[config.mk]
export PLATFORM = sky130hd
export DESIGN_NAME = sbus_axi_bridge_flat
export DESIGN_NICKNAME = d
export VERILOG_FILES = /design/src/rtl/sbus_axi_bridge_if.sv /design/src/rtl/sbus_axi_bridge.sv /design/src/flat_wrapper.sv
export SDC_FILE = /design/constraint.sdc
export NUM_CORES = 1
export LEC_CHECK = 0
export ABC_AREA = 1
export BUFFER_PORTS_ARGS = -buffer_cell sky130_fd_sc_hd__clkbuf_2
export CAP_MARGIN = 10
export CORE_UTILIZATION = 35
export CTS_CLUSTER_SIZE = 28
export DETAILED_ROUTE_END_ITERATION = 6
export GPL_TIMING_DRIVEN = 0
export HOLD_SLACK_MARGIN = 0.15
export PLACE_DENSITY_LB_ADDON = 0.2
export SETUP_SLACK_MARGIN = 0.4
export SYNTH_ARGS = -nofsm -noshare
export SYNTH_HDL_FRONTEND = slang
export SYNTH_SLANG_ARGS = --single-unit
export TNS_END_PERCENT = 20
[constraint.sdc]
create_clock -name clk -period 1.7 [get_ports clk]
set_input_delay 0.51 -clock clk [delete_from_list [all_inputs] [get_ports clk]]
set_output_delay 0.51 -clock clk [all_outputs]
set_load 0.02 [all_outputs]
[src/rtl/sbus_axi_bridge_if.sv]
// rtl/sbus_axi_bridge_if.sv - sbus request/response interface
//
// Purpose: groups the sbus request fields and responder outputs into one bundle.
// Ports (signals):
//   en      request valid, held stable with all fields while stall=1
//   we      1 = write, 0 = read
//   size    0 = byte, 1 = half, 2 = word (3 treated as word)
//   addr    physical byte address
//   data_w  write data, byte lanes aligned to addr[1:0]
//   data_r  read data, valid in the cycle the read completes
//   stall   1 = request not yet complete
// Modports: master drives the request; slave is the responder (the bridge).

interface sbus_axi_bridge_if;
   logic        en;
   logic        we;
   logic [1:0]  size;
   logic [31:0] addr;
   logic [31:0] data_w;
   logic [31:0] data_r;
   logic        stall;

   modport master (output en, we, size, addr, data_w, input data_r, stall);
   modport slave  (input en, we, size, addr, data_w, output data_r, stall);
endinterface

[src/rtl/sbus_axi_bridge.sv]
// rtl/sbus_axi_bridge.sv - sbus responder turning each request into one single-beat AXI4 transfer
//
// Purpose: accepts one sbus request at a time and issues a single-beat AXI4 read or
// write for it, stalling the requester until the AXI response returns.
// Optional feature macro: SBUS_BRIDGE_ERR_EN adds o_bus_err, a one-cycle pulse in the
// completion cycle when the response is not OKAY or the response timed out.
// Parameters: AXI_ID (ARID/AWID value), TIMEOUT (response cycles allowed, 0 = unlimited).
// Ports:
//   clk, rst_n                         clock, synchronous active-low reset
//   sbus                               sbus slave modport (request in, data_r/stall out)
//   o_ar*, i_arready                   AR channel (arlen=0, arburst=INCR)
//   i_rdata/i_rresp/i_rlast/i_rvalid   R channel, o_rready
//   o_aw*, i_awready                   AW channel (awlen=0, awburst=INCR)
//   o_wdata/o_wstrb/o_wlast/o_wvalid   W channel, i_wready
//   i_bresp/i_bvalid, o_bready         B channel
//   o_bus_err                          error pulse (only with SBUS_BRIDGE_ERR_EN)

module sbus_axi_bridge #(
   parameter logic [3:0]  AXI_ID  = 4'd1,
   parameter int unsigned TIMEOUT = 0
) (
   input  logic               clk,
   input  logic               rst_n,
   sbus_axi_bridge_if.slave   sbus,
   // AR / R
   output logic [3:0]         o_arid,
   output logic [31:0]        o_araddr,
   output logic [2:0]         o_arsize,
   output logic [7:0]         o_arlen,
   output logic [1:0]         o_arburst,
   output logic               o_arvalid,
   input  logic               i_arready,
   input  logic [31:0]        i_rdata,
   input  logic [1:0]         i_rresp,
   input  logic               i_rlast,
   input  logic               i_rvalid,
   output logic               o_rready,
   // AW / W / B
   output logic [3:0]         o_awid,
   output logic [31:0]        o_awaddr,
   output logic [2:0]         o_awsize,
   output logic [7:0]         o_awlen,
   output logic [1:0]         o_awburst,
   output logic               o_awvalid,
   input  logic               i_awready,
   output logic [31:0]        o_wdata,
   output logic [3:0]         o_wstrb,
   output logic               o_wlast,
   output logic               o_wvalid,
   input  logic               i_wready,
   input  logic [1:0]         i_bresp,
   input  logic               i_bvalid,
   output logic               o_bready
`ifdef SBUS_BRIDGE_ERR_EN
   ,
   output logic               o_bus_err
`endif
);

   localparam logic [2:0] S_IDLE    = 3'd0;
   localparam logic [2:0] S_RD_AR   = 3'd1;
   localparam logic [2:0] S_RD_R    = 3'd2;
   localparam logic [2:0] S_WR_AW_W = 3'd3;
   localparam logic [2:0] S_WR_B    = 3'd4;
   localparam logic [2:0] S_DONE    = 3'd5;

   logic [2:0]  r_state;
   logic [31:0] r_addr;
   logic [31:0] r_data_w;
   logic [31:0] r_data_r;
   logic [1:0]  r_size;
   logic [31:0] r_cnt;
   logic        r_aw_done;
   logic        r_w_done;
   logic        r_drain_r;
   logic        r_drain_b;

   logic [1:0]  w_size;
   logic [31:0] w_addr_al;
   logic [3:0]  w_strb;
   logic        w_ar_hs;
   logic        w_aw_hs;
   logic        w_w_hs;
   logic        w_timeout;

   // Illegal size 3 behaves exactly like a word access.
   assign w_size = (r_size == 2'd3) ? 2'd2 : r_size;

   always_comb begin
      w_addr_al = r_addr;
      w_strb    = 4'hF;
      case (w_size)
         2'd0: begin
            w_addr_al = r_addr;
            w_strb    = 4'b0001 << r_addr[1:0];
         end
         2'd1: begin
            w_addr_al = {r_addr[31:1], 1'b0};
            w_strb    = 4'b0011 << {r_addr[1], 1'b0};
         end
         default: begin
            w_addr_al = {r_addr[31:2], 2'b00};
            w_strb    = 4'hF;
         end
      endcase
   end

   assign sbus.stall = sbus.en & (r_state != S_DONE);
   assign sbus.data_r = r_data_r;

   assign o_arid    = AXI_ID;
   assign o_araddr  = w_addr_al;
   assign o_arsize  = {1'b0, w_size};
   assign o_arlen   = 8'd0;
   assign o_arburst = 2'b01;
   assign o_arvalid = (r_state == S_RD_AR);
   // After a timeout the late beat is still owed to the interconnect; swallow it in IDLE.
   assign o_rready  = (r_state == S_RD_R) | ((r_state == S_IDLE) & r_drain_r);

   assign o_awid    = AXI_ID;
   assign o_awaddr  = w_addr_al;
   assign o_awsize  = {1'b0, w_size};
   assign o_awlen   = 8'd0;
   assign o_awburst = 2'b01;
   assign o_awvalid = (r_state == S_WR_AW_W) & ~r_aw_done;
   assign o_wdata   = r_data_w;
   assign o_wstrb   = w_strb;
   assign o_wlast   = 1'b1;
   assign o_wvalid  = (r_state == S_WR_AW_W) & ~r_w_done;
   assign o_bready  = (r_state == S_WR_B) | ((r_state == S_IDLE) & r_drain_b);

   assign w_ar_hs = o_arvalid & i_arready;
   assign w_aw_hs = o_awvalid & i_awready;
   assign w_w_hs  = o_wvalid & i_wready;

   generate
      if (TIMEOUT > 0) begin : g_timeout
         assign w_timeout = ((r_state == S_RD_R) | (r_state == S_WR_B)) &
                            (r_cnt == 32'(TIMEOUT - 1));
      end else begin : g_no_timeout
         assign w_timeout = 1'b0;
      end
   endgenerate

`ifdef SBUS_BRIDGE_ERR_EN
   logic r_err;
   assign o_bus_err = (r_state == S_DONE) & r_err;
`endif

   always_ff @(posedge clk) begin
      if (!rst_n) begin
         r_state   <= S_IDLE;
         r_addr    <= '0;
         r_data_w  <= '0;
         r_data_r  <= '0;
         r_size    <= '0;
         r_cnt     <= '0;
         r_aw_done <= 1'b0;
         r_w_done  <= 1'b0;
         r_drain_r <= 1'b0;
         r_drain_b <= 1'b0;
`ifdef SBUS_BRIDGE_ERR_EN
         r_err     <= 1'b0;
`endif
      end else begin
         case (r_state)
            S_IDLE: begin
               if (sbus.en) begin
                  r_addr    <= sbus.addr;
                  r_size    <= sbus.size;
                  r_data_w  <= sbus.data_w;
                  r_aw_done <= 1'b0;
                  r_w_done  <= 1'b0;
                  r_state   <= sbus.we ? S_WR_AW_W : S_RD_AR;
               end
            end
            S_RD_AR: begin
               if (w_ar_hs) begin
                  r_cnt   <= '0;
                  r_state <= S_RD_R;
               end
            end
            S_RD_R: begin
               // A beat arriving in the expiry cycle wins over the timeout.
               if (i_rvalid) begin
                  r_data_r <= i_rdata;
`ifdef SBUS_BRIDGE_ERR_EN
                  r_err    <= (i_rresp != 2'b00);
`endif
                  r_state  <= S_DONE;
               end else if (w_timeout) begin
                  r_data_r  <= 32'hFFFF_FFFF;
                  r_drain_r <= 1'b1;
`ifdef SBUS_BRIDGE_ERR_EN
                  r_err     <= 1'b1;
`endif
                  r_state   <= S_DONE;
               end else begin
                  r_cnt <= r_cnt + 32'd1;
               end
            end
            S_WR_AW_W: begin
               if (w_aw_hs) r_aw_done <= 1'b1;
               if (w_w_hs)  r_w_done  <= 1'b1;
               if ((r_aw_done | w_aw_hs) & (r_w_done | w_w_hs)) begin
                  r_cnt   <= '0;
                  r_state <= S_WR_B;
               end
            end
            S_WR_B: begin
               if (i_bvalid) begin
`ifdef SBUS_BRIDGE_ERR_EN
                  r_err   <= (i_bresp != 2'b00);
`endif
                  r_state <= S_DONE;
               end else if (w_timeout) begin
                  r_drain_b <= 1'b1;
`ifdef SBUS_BRIDGE_ERR_EN
                  r_err     <= 1'b1;
`endif
                  r_state   <= S_DONE;
               end else begin
                  r_cnt <= r_cnt + 32'd1;
               end
            end
            S_DONE: begin
`ifdef SBUS_BRIDGE_ERR_EN
               r_err   <= 1'b0;
`endif
               r_state <= S_IDLE;
            end
            default: r_state <= S_IDLE;
         endcase

         if ((r_state == S_IDLE) & r_drain_r & i_rvalid) r_drain_r <= 1'b0;
         if ((r_state == S_IDLE) & r_drain_b & i_bvalid) r_drain_b <= 1'b0;
      end
   end

endmodule
[src/flat_wrapper.sv]
// flat-port wrapper written by rule: the top's interface ports become plain ports
module sbus_axi_bridge_flat 
#(
   parameter logic [3:0]  AXI_ID  = 4'd1,
   parameter int unsigned TIMEOUT = 0
)
  (clk, rst_n, o_arid, o_araddr, o_arsize, o_arlen, o_arburst, o_arvalid, i_arready, i_rdata, i_rresp, i_rlast, i_rvalid, o_rready, o_awid, o_awaddr, o_awsize, o_awlen, o_awburst, o_awvalid, i_awready, o_wdata, o_wstrb, o_wlast, o_wvalid, i_wready, i_bresp, i_bvalid, o_bready, sbus_en, sbus_we, sbus_size, sbus_addr, sbus_data_w, sbus_data_r, sbus_stall);
  sbus_axi_bridge_if sbus_i ();
  input  logic clk;
  input  logic rst_n;
  output logic [3:0] o_arid;
  output logic [31:0] o_araddr;
  output logic [2:0] o_arsize;
  output logic [7:0] o_arlen;
  output logic [1:0] o_arburst;
  output logic o_arvalid;
  input  logic i_arready;
  input  logic [31:0] i_rdata;
  input  logic [1:0] i_rresp;
  input  logic i_rlast;
  input  logic i_rvalid;
  output logic o_rready;
  output logic [3:0] o_awid;
  output logic [31:0] o_awaddr;
  output logic [2:0] o_awsize;
  output logic [7:0] o_awlen;
  output logic [1:0] o_awburst;
  output logic o_awvalid;
  input  logic i_awready;
  output logic [31:0] o_wdata;
  output logic [3:0] o_wstrb;
  output logic o_wlast;
  output logic o_wvalid;
  input  logic i_wready;
  input  logic [1:0] i_bresp;
  input  logic i_bvalid;
  output logic o_bready;
  input wire logic [$bits(sbus_i.en)-1:0] sbus_en;
  input wire logic [$bits(sbus_i.we)-1:0] sbus_we;
  input wire logic [$bits(sbus_i.size)-1:0] sbus_size;
  input wire logic [$bits(sbus_i.addr)-1:0] sbus_addr;
  input wire logic [$bits(sbus_i.data_w)-1:0] sbus_data_w;
  output wire logic [$bits(sbus_i.data_r)-1:0] sbus_data_r;
  output wire logic [$bits(sbus_i.stall)-1:0] sbus_stall;
  assign sbus_i.en = sbus_en;
  assign sbus_i.we = sbus_we;
  assign sbus_i.size = sbus_size;
  assign sbus_i.addr = sbus_addr;
  assign sbus_i.data_w = sbus_data_w;
  assign sbus_data_r = sbus_i.data_r;
  assign sbus_stall = sbus_i.stall;
  sbus_axi_bridge #(.AXI_ID(AXI_ID), .TIMEOUT(TIMEOUT)) u_core (.clk(clk), .rst_n(rst_n), .sbus(sbus_i), .o_arid(o_arid), .o_araddr(o_araddr), .o_arsize(o_arsize), .o_arlen(o_arlen), .o_arburst(o_arburst), .o_arvalid(o_arvalid), .i_arready(i_arready), .i_rdata(i_rdata), .i_rresp(i_rresp), .i_rlast(i_rlast), .i_rvalid(i_rvalid), .o_rready(o_rready), .o_awid(o_awid), .o_awaddr(o_awaddr), .o_awsize(o_awsize), .o_awlen(o_awlen), .o_awburst(o_awburst), .o_awvalid(o_awvalid), .i_awready(i_awready), .o_wdata(o_wdata), .o_wstrb(o_wstrb), .o_wlast(o_wlast), .o_wvalid(o_wvalid), .i_wready(i_wready), .i_bresp(i_bresp), .i_bvalid(i_bvalid), .o_bready(o_bready));
endmodule
# Word-level counts from Yosys, hierarchy flattened
# Cells that the tools add are included.
# Widths: inputs -> output; s select.
# classes
n_addsub	0
multipliers	0
div	0
magnitude_cmp	0
n_eq_ne	14
shift	2
muxes	15
n_bitwise	11
n_reduce_logical	8
# op_table
operator	count
$mux 3	5
$pmux 3 s5	1
$ne 2x2->1 const B	5
$pmux 4 s2	1
$and 1x1->1	7
$eq 3x2->1 const B	2
$reduce_and 3->1	2
$reduce_and 5->1	1
$mux 2	2
$ne 2x1->1 const B	2
$pmux 1 s2	2
$pmux 2 s2	1
$reduce_and 2->1	2
$shl 1x2->4 const A	1
$shl 2x2->4 const A	1
$eq 3x1->1 const B	1
$eq 3x3->1 const B	1
$logic_not 3->1	1
$mux 1	3
$ne 3x3->1 const B	1
$eq 2x1->1 const B	1
$eq 2x2->1 const B	1
$logic_not 2->1	1
$not 1->1	2
2 further kinds	3
# word_totals
regBits	103
latch_bits	0
ramBits	0
mem_bits_ro	0
output_inout_bits	173
word_cells	57
mem_count	0

# Depth between registers and ports, before layout
# Gate-level depths: netlist of the first run.
# depth
ltp_word	7
depth_mapped	8

# Least setup slack after synthesis of the first run
# No wires, ideal clock.
# synth_timing
kind	reg2out
start	register u_core.r_size[1]
end	output port o_awaddr[0]
arrival_ns	1.270
setup_slack_ns	-0.080
stages_incl_launch_ff	3
n_path_buf	1
path_cell_list	dfxtp_1 > nor3_1 > buf_4
# synth_via
elab_chain_len	4
elab_cells_between_ends	5
classes_between	2 x eq/ne; 2 x mux; 1 x reduce/logical
# synth_lines
element	line	rtl
start, declared	sbus_axi_bridge.sv:71	logic [1:0] r_size;
start signal, assigned	sbus_axi_bridge.sv:170	r_size <= sbus.size;
$eq 2x2->1	sbus_axi_bridge.sv:87	assign w_size = (r_size == 2'd3) ? 2'd2 : r_size;
$mux 2 (*)	sbus_axi_bridge.sv:87	
$eq 2x1->1 / $logic_not 2->1 (equally long branches)	sbus_axi_bridge.sv:92	case (w_size)
$pmux 2 s2 (*)	sbus_axi_bridge.sv:92	
end, declared	flat_wrapper.sv:24	output logic [31:0] o_awaddr;
# Mark *: on every way between the ends. The rest lies on a longest branch, timed or not.

# Worst setup path in the final report of the first run
# layout_timing
start	register u_core.r_addr[0]
end	output port o_awaddr[0]
# layout_via
elab_chain_len	1
# layout_lines
element	line	rtl
start, declared	sbus_axi_bridge.sv:68	logic [31:0] r_addr;
start signal, assigned	sbus_axi_bridge.sv:169	r_addr <= sbus.addr;
$pmux 2 s2	sbus_axi_bridge.sv:92	
# Every way passes these cells.

==> metrics.md, run 1 <==
| Metric | Value |
|---|---|
| Drt drc | `0` |
| Max rail drop VDD | `0.793 mV` |
| Placed Cells incl. Taps | `1041` |
| Slew HR | `49.9%` |
| Tcrit/Tclk final | `103%` |
| Final hold slack | `0.378 ns` |
| Routed wire length per instance | `16.4 um` |
| Die X | `116 um` |
| Die H | `116 um` |
| Initial antenna violation count | `0` |
| H-tree Lvls | `3` |
| Share of layout cells above drive strength 1 | `76.8%` |
| Crit end category | `output pin` |
| Crit-path max FO | `4` |
| Antenna diodes | `0` |
| Fin. max-slew vios | `0` |
| Setup Total Neg Slack | `-0.294 ns` |
| Commonest non-fill, non-tap cell in the layout | `buf_6` |
| Post-DP HPWL | `9710 um` |
| TritonCTS buffer count | `9` |
| DR iter-0 viols | `244` |
| Final GP Congestion | `0.768` |
| Tightest Hold Check Type | `in -> reg` |
| Post-route insts no fill | `1077` |
| Critical Path Source Type | `register` |
| Std cell rows | `41` |
| Max Cap Viol | `0` |
| Die area | `0.0133 sq mm` |
| Failing checks | `negative setup slack` |
| Fin. Hold Viols | `0` |
| Commonest non-fill, non-tap cells in the layout | `buf_6 (135), clkbuf_2 (107), buf_8 (81)` |
| CTS tree | `done` |
| Synthesized flop and latch total | `103` |
| Sequential area share after synthesis | `45.7%` |
| Layout area overhead | `108%` |
| Switching Share | `39.3%` |
| Cell Area, Synth | `0.00451 sq mm` |
| Deepest clock path buffer count | `2` |
| Largest net degree at the start of global routing | `16` |
| Internal | `7.91 mW` |
| Logic pwr share | `56.9%` |
| Pwr Density | `1390 mW/mm^2` |
| Placement Setup Slack | `-0.0583 ns` |
| Port Buf Inserts | `248` |
| Global route total overflow | `0` |
| Pre-antenna DRT Iters | `4` |
| Clk pwr share | `15.4%` |
| Fillers | `803` |
| Reg power frac | `27.7%` |
| Crit path arrival time | `1.24 ns` |
| WL final | `17600 um` |
| Nets@finish | `1014` |
| Mean Syn Cell Area | `7.62 sq um` |
| Critical path class | `reg -> out` |
| Starting Density | `35.8%` |
| RSZ-0062 raised after global routing | `true` |
| Final Setup Violations | `10` |
| FMAX | `572 MHz` |
| Drt via density | `4.59` |
| Vias in the first global route | `4603` |
| GRT Overall Usage | `22.2%` |
| Post-DRT Antenna Nets | `0` |
| Worst-skew pair later-pin latency | `0.35 ns` |
| Via count | `4940` |
| First-pass GRT wire length | `22800 um` |
| Clock transition at path regs | `0.07 ns` |
| Synth unique cells | `25` |
| Root Buffer | `clkbuf_16` |
| Outcome | `finished with violations` |
| Synthesis Warnings | `0` |
| Num ports | `285` |
| Worst EP required | `1.19 ns` |
| P_sw | `5.12 mW` |
| Clock Skew | `0.0119 ns` |
| Core ar. | `0.0126 sq mm` |
| Synth Instances | `592` |
| Min cycle time layout | `1.75 ns` |
| Static leakage | `4.45 nW` |
| Final worst slack | `-0.0480 ns` |
| # clock sinks | `103` |
| Worst Tran Pin Value | `0.751 ns` |
| # hold bufs at CTS | `0` |
## power groups by stage
stage | clock network, mW | logic (mW) | registers, mW
detailed placement | 0 | 4.10 | 3.32
floorplan | 0 | 2.55 | 3.62
global placement | 0 | 4.10 | 3.30
global route | 2.15 | 7.81 | 3.67
finish | 2.01 | 7.41 | 3.61
CTS | 2.04 | 6.14 | 3.47
## path summary, 6_finish.rpt
kind / from / to / slack [ns] / cells after the start
worst max-delay path: u_core.r_addr[0]$_SDFFE_PN0P_ / o_awaddr[0] / -0.05 / 4
worst min-delay path: sbus_data_w[28] / u_core.o_wdata[28]$_SDFFE_PN0P_ / 0.38 / 3
worst max register to register: u_core.r_state[1]$_SDFFE_PN0P_ / u_core.sbus.data_r[16]$_SDFFE_PN0P_ / 0.09 / 9
worst min register to register: u_core.o_wdata[31]$_SDFFE_PN0P_ / u_core.o_wdata[31]$_SDFFE_PN0P_ / 0.48 / 2
## cell families (layout without fill, tap and decap cells)
kind of cell    Yosys count  in the layout  synth area share, %
buf+inv                 147            430                 21.7
simple gates            228            229                 19.8
flops                   103            103                 45.7
other cells               2             31                0.166
compound gates          112            112                 12.6
## metal layers
metal | vias to the layer above | GRT usage, % | part of all wire, %
li1 | 2370 | - | -
met1 | 2335 | 22.1 | 35
met2 | 195 | 42.6 | 55
met3 | 40 | 6.59 | 7.3
met4 | 0 | 9.18 | 2.7
met5 | - | 0 | 0
## critical path: stages (launching register included)
cell     delay [ns]
dfxtp_2        0.33
inv_2          0.06
nor3_4         0.24
buf_4          0.17
buf_8          0.10
## cell usage after synthesis
cell type	count	area [sq um]
nand2_1	136	510
dfxtp_1	103	2060
buf_4	101	758
nor2_1	76	285
a21oi_1	72	360
o21ai_1	30	150
inv_1	14	52.6
clkbuf_1	12	45.0
nand3_1	7	35.0
o21ai_0	7	35.0
buf_6	6	67.6
buf_1	5	18.8
inv_2	5	18.8
buf_2	3	15.0
nor2_2	3	18.8
conb_1	2	7.51
nor3_1	2	10.0
a22oi_1	1	7.51
a31oi_1	1	6.26
clkinv_2	1	5.00
nand3_2	1	10.0
nand3b_1	1	7.51
nand4_1	1	6.26
nor2_4	1	11.3
o211ai_1	1	7.51
## final cells by class
class	instances	area (sq um)	area share, %
buffer	127	1330	14.1
timing repair buffer	269	2620	27.9
sequential	103	2240	23.9
inverter	20	105	1.12
clock inverter	2	16.3	0.173
tap	172	215	2.29
multi-input combinational	372	2600	27.7
clock buffer	12	267	2.84
## through the flow
| stage | power [mW] | util [%] | area [sq um] |
|---|---|---|---|
| after CTS | 11.7 | 67.2 | 8480 |
| after floorplan | 6.16 | - | 4710 |
| after global placement | 7.40 | 48.8 | 6160 |
| after global routing | 13.6 | 74.4 | 9380 |
| final | 13.0 | 74.4 | 9380 |
| after detailed placement | 7.42 | 48.8 | 6160 |
## what timing repair did
action / 4_1_cts / 5_1_grt
gates resized for setup: 580 / 283
pin swaps: 27 / 142
hold endpoints to repair: 0 / 0
gates cloned: 2 / 0
buffers inserted: 12 / 8
endpoints found under the setup margin: 240 / 243
## sequential cells by signal (all words and copies together), names as in the netlist
name	count
u_core.o_wdata	32
u_core.r_addr	32
u_core.sbus.data_r	32
u_core.r_state	3
u_core.r_size	2
u_core.r_aw_done	1
u_core.r_w_done	1
No activity file was read; power rests on OpenSTA's default activity.
==> run 2: changes to the inputs <==
ABC_AREA = 0   (was 1)
==> metrics.md, run 2 <==
| Metric | Value |
|---|---|
| Outcome | `finished with violations` |
| Failing checks | `negative setup slack` |
| Stages on the worst setup path | `5 (+1)` |
| Pre-antenna DRT Iters | `4 (unchanged)` |
| Buf+Inv Stages, Crit Path | `2 (-1)` |
| Final GP Congestion | `0.760 (-1.0%)` |
| Placement Setup Slack | `-0.232 ns (-0.174 ns)` |
| WHS Path Cells | `3 (unchanged)` |
| Die area | `0.0134 sq mm (+0.51%)` |
| Most frequent cells after synthesis | `nand2_1 (203), buf_4 (104), dfxtp_1 (103)` |
| Post-route insts no fill | `1087 (+0.93%)` |
| Leading area contributor after synthesis | `dfxtp_1` |
| Commonest non-fill, non-tap cell in the layout | `buf_6` |
| Area share of the largest cell type after synthesis | `45.5% (-0.24 points)` |
| RSZ-0062 raised after global routing | `true` |
| Worst EP required | `1.19 ns (about the same)` |
| Commonest non-fill, non-tap cells in the layout | `buf_6 (137), clkbuf_2 (115), buf_8 (92)` |
| R2R cell count | `7 (-2)` |
| Layout area overhead | `121%` |
| Crit path arrival time | `1.32 ns (+0.08 ns)` |
| CP Cell Sequence | `buf_6 > and2b_2 > nand2_4 > nor2_4 > buf_8` |
| Number of synthesized flops with an enable pin | `0 (unchanged)` |
| Synthesized flop and latch total | `103 (unchanged)` |
| Die X | `116 um (+0.26%)` |
| Final hold slack | `0.374 ns (-0.00408 ns)` |
| Worst-skew pair later-pin latency | `0.34 ns (about the same)` |
| Drt drc | `0 (unchanged)` |
| Slowest-stage cell, CP | `dfxtp_2` |
| Tcrit/Tclk final | `108% (+5.0 points)` |
| Top-count cell post-synth | `nand2_1` |
| Asr flop ratio synth | `0% (unchanged)` |
| Final worst slack | `-0.134 ns (-0.0857 ns)` |
| FMAX | `545 MHz (-4.7%)` |
| # clock sinks | `103 (unchanged)` |
| Root Buffer | `clkbuf_16` |
| Share of layout cells above drive strength 1 | `86.4% (+9.7 points)` |
| Fillers | `770 (-4.1%)` |
| Cell Area, Synth | `0.00454 sq mm (+0.53%)` |
| H-tree Lvls | `3 (unchanged)` |
| CTS tree | `done` |
| Synth top area cells | `dfxtp_1 (45%), buf_4 (17%), nand2_1 (17%)` |
| Crit end category | `output pin` |
| Num ports | `285 (unchanged)` |
| Static leakage | `4.58 nW (+2.9%)` |
| First-pass GRT wire length | `23100 um (+1.3%)` |
| Vias in the first global route | `4585 (-0.39%)` |
| CP max stage delay | `0.32 ns (about the same)` |
| Sequential area share after synthesis | `45.5% (-0.24 points)` |
| Critical Path Source Type | `register` |
| Fin. max-slew vios | `0 (unchanged)` |
| Critical path class | `reg -> out` |
| Nets@finish | `1022 (+0.79%)` |
| Max rail drop VDD | `1.01 mV (+28%)` |
| Core ar. | `0.0126 sq mm (unchanged)` |
| Antenna diodes | `0 (unchanged)` |
| Final Setup Violations | `10 (unchanged)` |
| Clock Skew | `0.00721 ns (-0.00465 ns)` |
| Multi-input logic area | `0.00279 sq mm (+7.4%)` |
| Synth unique cells | `29 (+16%)` |
| Post-DRT Antenna Nets | `0 (unchanged)` |
| Placed Cells incl. Taps | `1028 (-1.2%)` |
| TritonCTS buffer count | `9 (unchanged)` |
| Largest net degree at the start of global routing | `16 (unchanged)` |
| Via count | `5001 (+1.2%)` |
| Routed wire length per instance | `16.6 um (+1.5%)` |
| Min cycle time layout | `1.83 ns (+0.0857 ns)` |
| WL final | `18100 um (+2.5%)` |
| Global route total overflow | `0 (unchanged)` |
| Post-DP HPWL | `9420 um (-3.0%)` |
| Initial antenna violation count | `0 (unchanged)` |
| Crit-path max FO | `6 (+2)` |
| Drt via density | `4.60 (+0.30%)` |
| Pwr Density | `1400 mW/mm^2 (+0.77%)` |
| Deepest clock path buffer count | `2 (unchanged)` |
| Util after Layout | `79.4% (+5.0 points)` |
| Reg area | `0.00230 sq mm (+2.7%)` |
| Std cell rows | `41 (unchanged)` |
| Die H | `116 um (+0.26%)` |
| Synthesis Warnings | `0 (unchanged)` |
| Starting Density | `35.9% (+0.19 points)` |
| Fin. Hold Viols | `0 (unchanged)` |
| Synth Instances | `579 (-2.2%)` |
| Port Buf Inserts | `248 (unchanged)` |
| GRT Overall Usage | `22.3% (+0.057 points)` |
| Tightest Hold Check Type | `in -> reg` |
| Predominant post-synthesis flop cell | `dfxtp_1` |
| Slew HR | `54.8% (+4.9 points)` |
| Top delay family on crit path | `simple AND/OR/NAND/NOR gates` |
| Worst Tran Pin Value | `0.677 ns (-0.0736 ns)` |
| DR iter-0 viols | `220 (-9.8%)` |
| Max Cap Viol | `0 (unchanged)` |
| Mean Syn Cell Area | `7.83 sq um (+2.8%)` |
| Clock transition at path regs | `0.07 ns (about the same)` |
==> run 2: changes by cell type after synthesis, sizes merged, moves of 2 or more <==
cell | previous run | this run
nand2 | 136 | 203
buf | 115 | 117
inv | 19 | 2
nor3 | 2 | 5
nand2b | 0 | 3
mux2i | 0 | 2
o21ai | 37 | 1
nor2b | 0 | 2
nand3 | 8 | 3
a21oi | 72 | 101
nor3b | 0 | 2
nor2 | 80 | 10
==> run 2: final cells by class <==
class / instances / share of cell area, %
plain buffers: 130 / 13.7
clock inverters: 3 / 0.400
repair buffers: 291 / 30.2
well taps: 172 / 2.15
inverters: 2 / 0.0749
flip-flops and latches: 103 / 23.0
clock buffers: 13 / 2.70
multi-input cells: 373 / 27.8
==> run 2: path summary, 6_finish.rpt <==
path	startpoint	to	slack [ns]
hold reg to reg	u_core.sbus.data_r[8]$_SDFFE_PN0P_	u_core.sbus.data_r[8]$_SDFFE_PN0P_	0.47
hold / removal	sbus_data_w[1]	u_core.o_wdata[1]$_SDFFE_PN0P_	0.37
setup / recovery	u_core.r_state[2]$_SDFFE_PN0P_	o_wvalid	-0.13
setup reg to reg	u_core.r_state[2]$_SDFFE_PN0P_	u_core.r_addr[24]$_SDFFE_PN0P_	0.15
==> run 2: cell families after synthesis <==
| group | after synthesis | share of synthesized area (%) |
|---|---|---|
| AOI/OAI and AO/OA | 109 | 12.6 |
| muxes | 2 | 0.441 |
| buffers and inverters | 132 | 20.6 |
| DFF | 103 | 45.5 |
| other | 2 | 0.166 |
| and+or+nand+nor | 231 | 20.7 |
==> run 2: metal layers <==
layer  part of all wire, %  vias up  global-route usage, %
li1                      -     2400                      -
met1                    37     2353                   24.4
met2                    52      209                   40.5
met3                   7.6       39                   7.06
met4                   2.5        0                   7.35
met5                     0        -                      0
==> run 2: stage by stage <==
stage / power [mW] / area, sq um / TNS (ns)
after floorplan: 6.12 / 4730 / 0
after global placement: 7.29 / 6190 / -15.45
after global routing: 14.6 / 10000 / -1.29
after detailed placement: 7.31 / 6190 / -12.99
after CTS: 12.2 / 8870 / -1.12
final: 14.0 / 10000 / -0.774
==> run 2: worst register-to-register path, delay by kind of cell (launching register included) <==
family | cells | cell delay (ns)
DFF | 1 | 0.32
and+or+nand+nor | 2 | 0.36
AOI/OAI and AO/OA | 1 | 0.15
buffers and inverters | 4 | 0.64
==> run 2: timing repair <==
action	CTS	global route
resized for setup	634	333
cloned	4	8
pin swaps	137	101
endpoints found under the setup margin	236	245
setup buffers	23	8
hold buffers	0	0
==> run 2: report_power, final <==
part,leakage [nW],internal [mW],switching [mW],total (mW)
logic,3.53,4.51,3.79,8.30
registers,0.898,3.00,0.566,3.57
clock network,0.156,1.26,0.892,2.15
total,4.58,8.77,5.25,14.0
==> run 3: changes to the inputs <==
CORE_MARGIN = 5   (was default)
CORE_UTILIZATION = 43   (was 35)
==> metrics.md, run 3 (synthesis results as in run 2) <==
| Metric | Value |
|---|---|
| Setup crit start | `u_core.r_state[0]$_SDFFE_PN0P_` |
| Final worst slack | `-0.232 ns (-0.0983 ns)` |
| Die area | `0.0127 sq mm (-5.3%)` |
| RSZ-0062 raised after global routing | `true` |
| Drt drc | `0 (unchanged)` |
| Routed wire length per instance | `20.4 um (+23%)` |
| WL final | `21300 um (+18%)` |
| Global route total overflow | `0 (unchanged)` |
| Initial antenna violation count | `0 (unchanged)` |
| Final Setup Violations | `62 (+52)` |
| Reg2reg end | `u_core.r_addr[27]$_SDFFE_PN0P_` |
| Core ar. | `0.0103 sq mm (-18%)` |
| Final Power | `12.7 mW (-9.2%)` |
| Critical Path Source Type | `register` |
| DR iter-0 viols | `337 (+53%)` |
| Worst-skew pair later-pin latency | `0.36 ns (+0.02 ns)` |
| Failing checks | `negative setup slack` |
| Max rail drop VDD | `0.775 mV (-23%)` |
| Fillers | `399 (-48%)` |
| Std cell rows | `37 (-9.8%)` |
| FMAX | `518 MHz (-5.1%)` |
| Crit path arrival time | `1.42 ns (+0.10 ns)` |
| CTS tree | `done` |
| Slew HR | `45.5% (-9.3 points)` |
| Clock Skew | `0.00519 ns (-0.00202 ns)` |
| Fin. max-slew vios | `0 (unchanged)` |
| Num ports | `285 (unchanged)` |
| Share of layout cells above drive strength 1 | `77.6% (-8.9 points)` |
| Antenna diodes | `0 (unchanged)` |
| WHS Path Cells | `3 (unchanged)` |
| Tightest Hold Check Type | `in -> reg` |
| Die X | `113 um (-2.7%)` |
| First-pass GRT wire length | `27500 um (+19%)` |
| Placement Setup Slack | `-0.247 ns (-0.0148 ns)` |
| Commonest non-fill, non-tap cell in the layout | `buf_6` |
| Nets@finish | `1013 (-0.88%)` |
| # clock sinks | `103 (unchanged)` |
| GRT Overall Usage | `26.7% (+4.4 points)` |
| Post-DP HPWL | `10700 um (+14%)` |
| CP max stage delay | `0.38 ns (+0.06 ns)` |
| Die H | `113 um (-2.7%)` |
| Crit end category | `output pin` |
| Vias in the first global route | `5449 (+19%)` |
| Commonest non-fill, non-tap cells in the layout | `buf_6 (120), nand2_1 (115), clkbuf_2 (112)` |
| R2R cell count | `8 (+1)` |
| Post-DRT Antenna Nets | `0 (unchanged)` |
| H-tree Lvls | `3 (unchanged)` |
| HP Start | `i_rdata[19]` |
| Pre-antenna DRT Iters | `4 (unchanged)` |
| Static leakage | `4.27 nW (-6.7%)` |
| Tcrit/Tclk final | `114% (+5.8 points)` |
| Slowest-stage cell, CP | `dfxtp_4` |
| CP Cell Sequence | `buf_4 > nor2_1 > and2_1 > clkbuf_4` |
| Via count | `5244 (+4.9%)` |
| Drt via density | `5.03 (+9.4%)` |
| Largest net degree at the start of global routing | `18 (+2)` |
| Worst EP required | `1.19 ns (about the same)` |
| RR Startpoint | `u_core.r_state[0]$_SDFFE_PN0P_` |
| Deepest clock path buffer count | `2 (unchanged)` |
| Root Buffer | `clkbuf_8` |
| Fin. Hold Viols | `0 (unchanged)` |
| Hold endpoint | `u_core.sbus.data_r[19]$_SDFFE_PN0P_` |
| Port Buf Inserts | `248 (unchanged)` |
| Outcome | `finished with violations` |
| Final GP Congestion | `0.830 (+9.2%)` |
| Pwr Density | `1360 mW/mm^2 (-2.6%)` |
| Starting Density | `43.9% (+8.0 points)` |
| Worst Tran Pin Value | `0.818 ns (+0.140 ns)` |
| Layout area overhead | `106%` |
| Clock transition at path regs | `0.10 ns (+0.03 ns)` |
| Critical path class | `reg -> out` |
| Setup Total Neg Slack | `-2.61 ns (-1.83 ns)` |
| Min cycle time layout | `1.93 ns (+0.0983 ns)` |
| Max Cap Viol | `0 (unchanged)` |
| TritonCTS buffer count | `9 (unchanged)` |
| Crit-path max FO | `3 (-3)` |
| FF-to-FF setup slack | `-0.08 ns (-0.23 ns)` |
run 3: critical path, delay by kind of cell, from the launching register on:
kind / cells / cell delay, ns
and+or+nand+nor: 2 / 0.38
buffers and inverters: 2 / 0.31
DFF: 1 / 0.38
run 3: layout make-up:
class	instances	area (sq um)	share of cell area (%)
plain buffers	130	1280	13.7
inverters	2	7.51	0.0803
multi-input cells	373	2530	27.1
clock inverters	5	37.5	0.401
flip-flops and latches	103	2280	24.4
clock buffers	11	151	1.62
well taps	136	170	1.82
repair buffers	282	2880	30.8
run 3: per-stage QoR:
stage	cell area, sq um	instances	util [%]	hold slack [ns]
after floorplan	4730	608	-	0.448
after global placement	6140	992	59.5	0.442
after detailed placement	6140	992	59.5	0.447
after CTS	8540	1034	82.7	0.336
after global routing	9350	1042	90.6	0.333
final	9350	1042	90.6	0.352
run 3: how the worst max path moves through the flow:
| stage | end | cells after the start |
|---|---|---|
| 3_5_place_dp | u_core.r_addr[0]$_SDFFE_PN0P_ | 5 |
| 5_1_grt | o_rready | 4 |
| 3_3_place_gp | u_core.r_addr[0]$_SDFFE_PN0P_ | 5 |
| 2_1_floorplan | o_awvalid | 4 |
| 6_report | o_rready | 4 |
| 4_1_cts | o_wvalid | 5 |
run 3: metal layers:
metal	track usage (%)	vias up	share of wire (%)
met5	0	-	0
met2	51.5	283	55
met1	27.3	2533	34
li1	-	2368	-
met3	7.54	60	8.0
met4	8.89	0	3.7
run 3: where the power goes:
| part | switching, mW | internal [mW] | leakage [nW] |
|---|---|---|---|
| sequential | 0.618 | 2.99 | 0.896 |
| clock | 0.895 | 0.630 | 0.101 |
| combinational | 3.63 | 3.97 | 3.28 |
| total | 5.14 | 7.59 | 4.27 |
run 3: what timing repair did:
item,in CTS,in global routing
pin swaps,94,111
hold buffers,0,0
setup endpoints to repair,235,244
buffers inserted,23,4
gates resized for setup,591,239
cloned,3,4
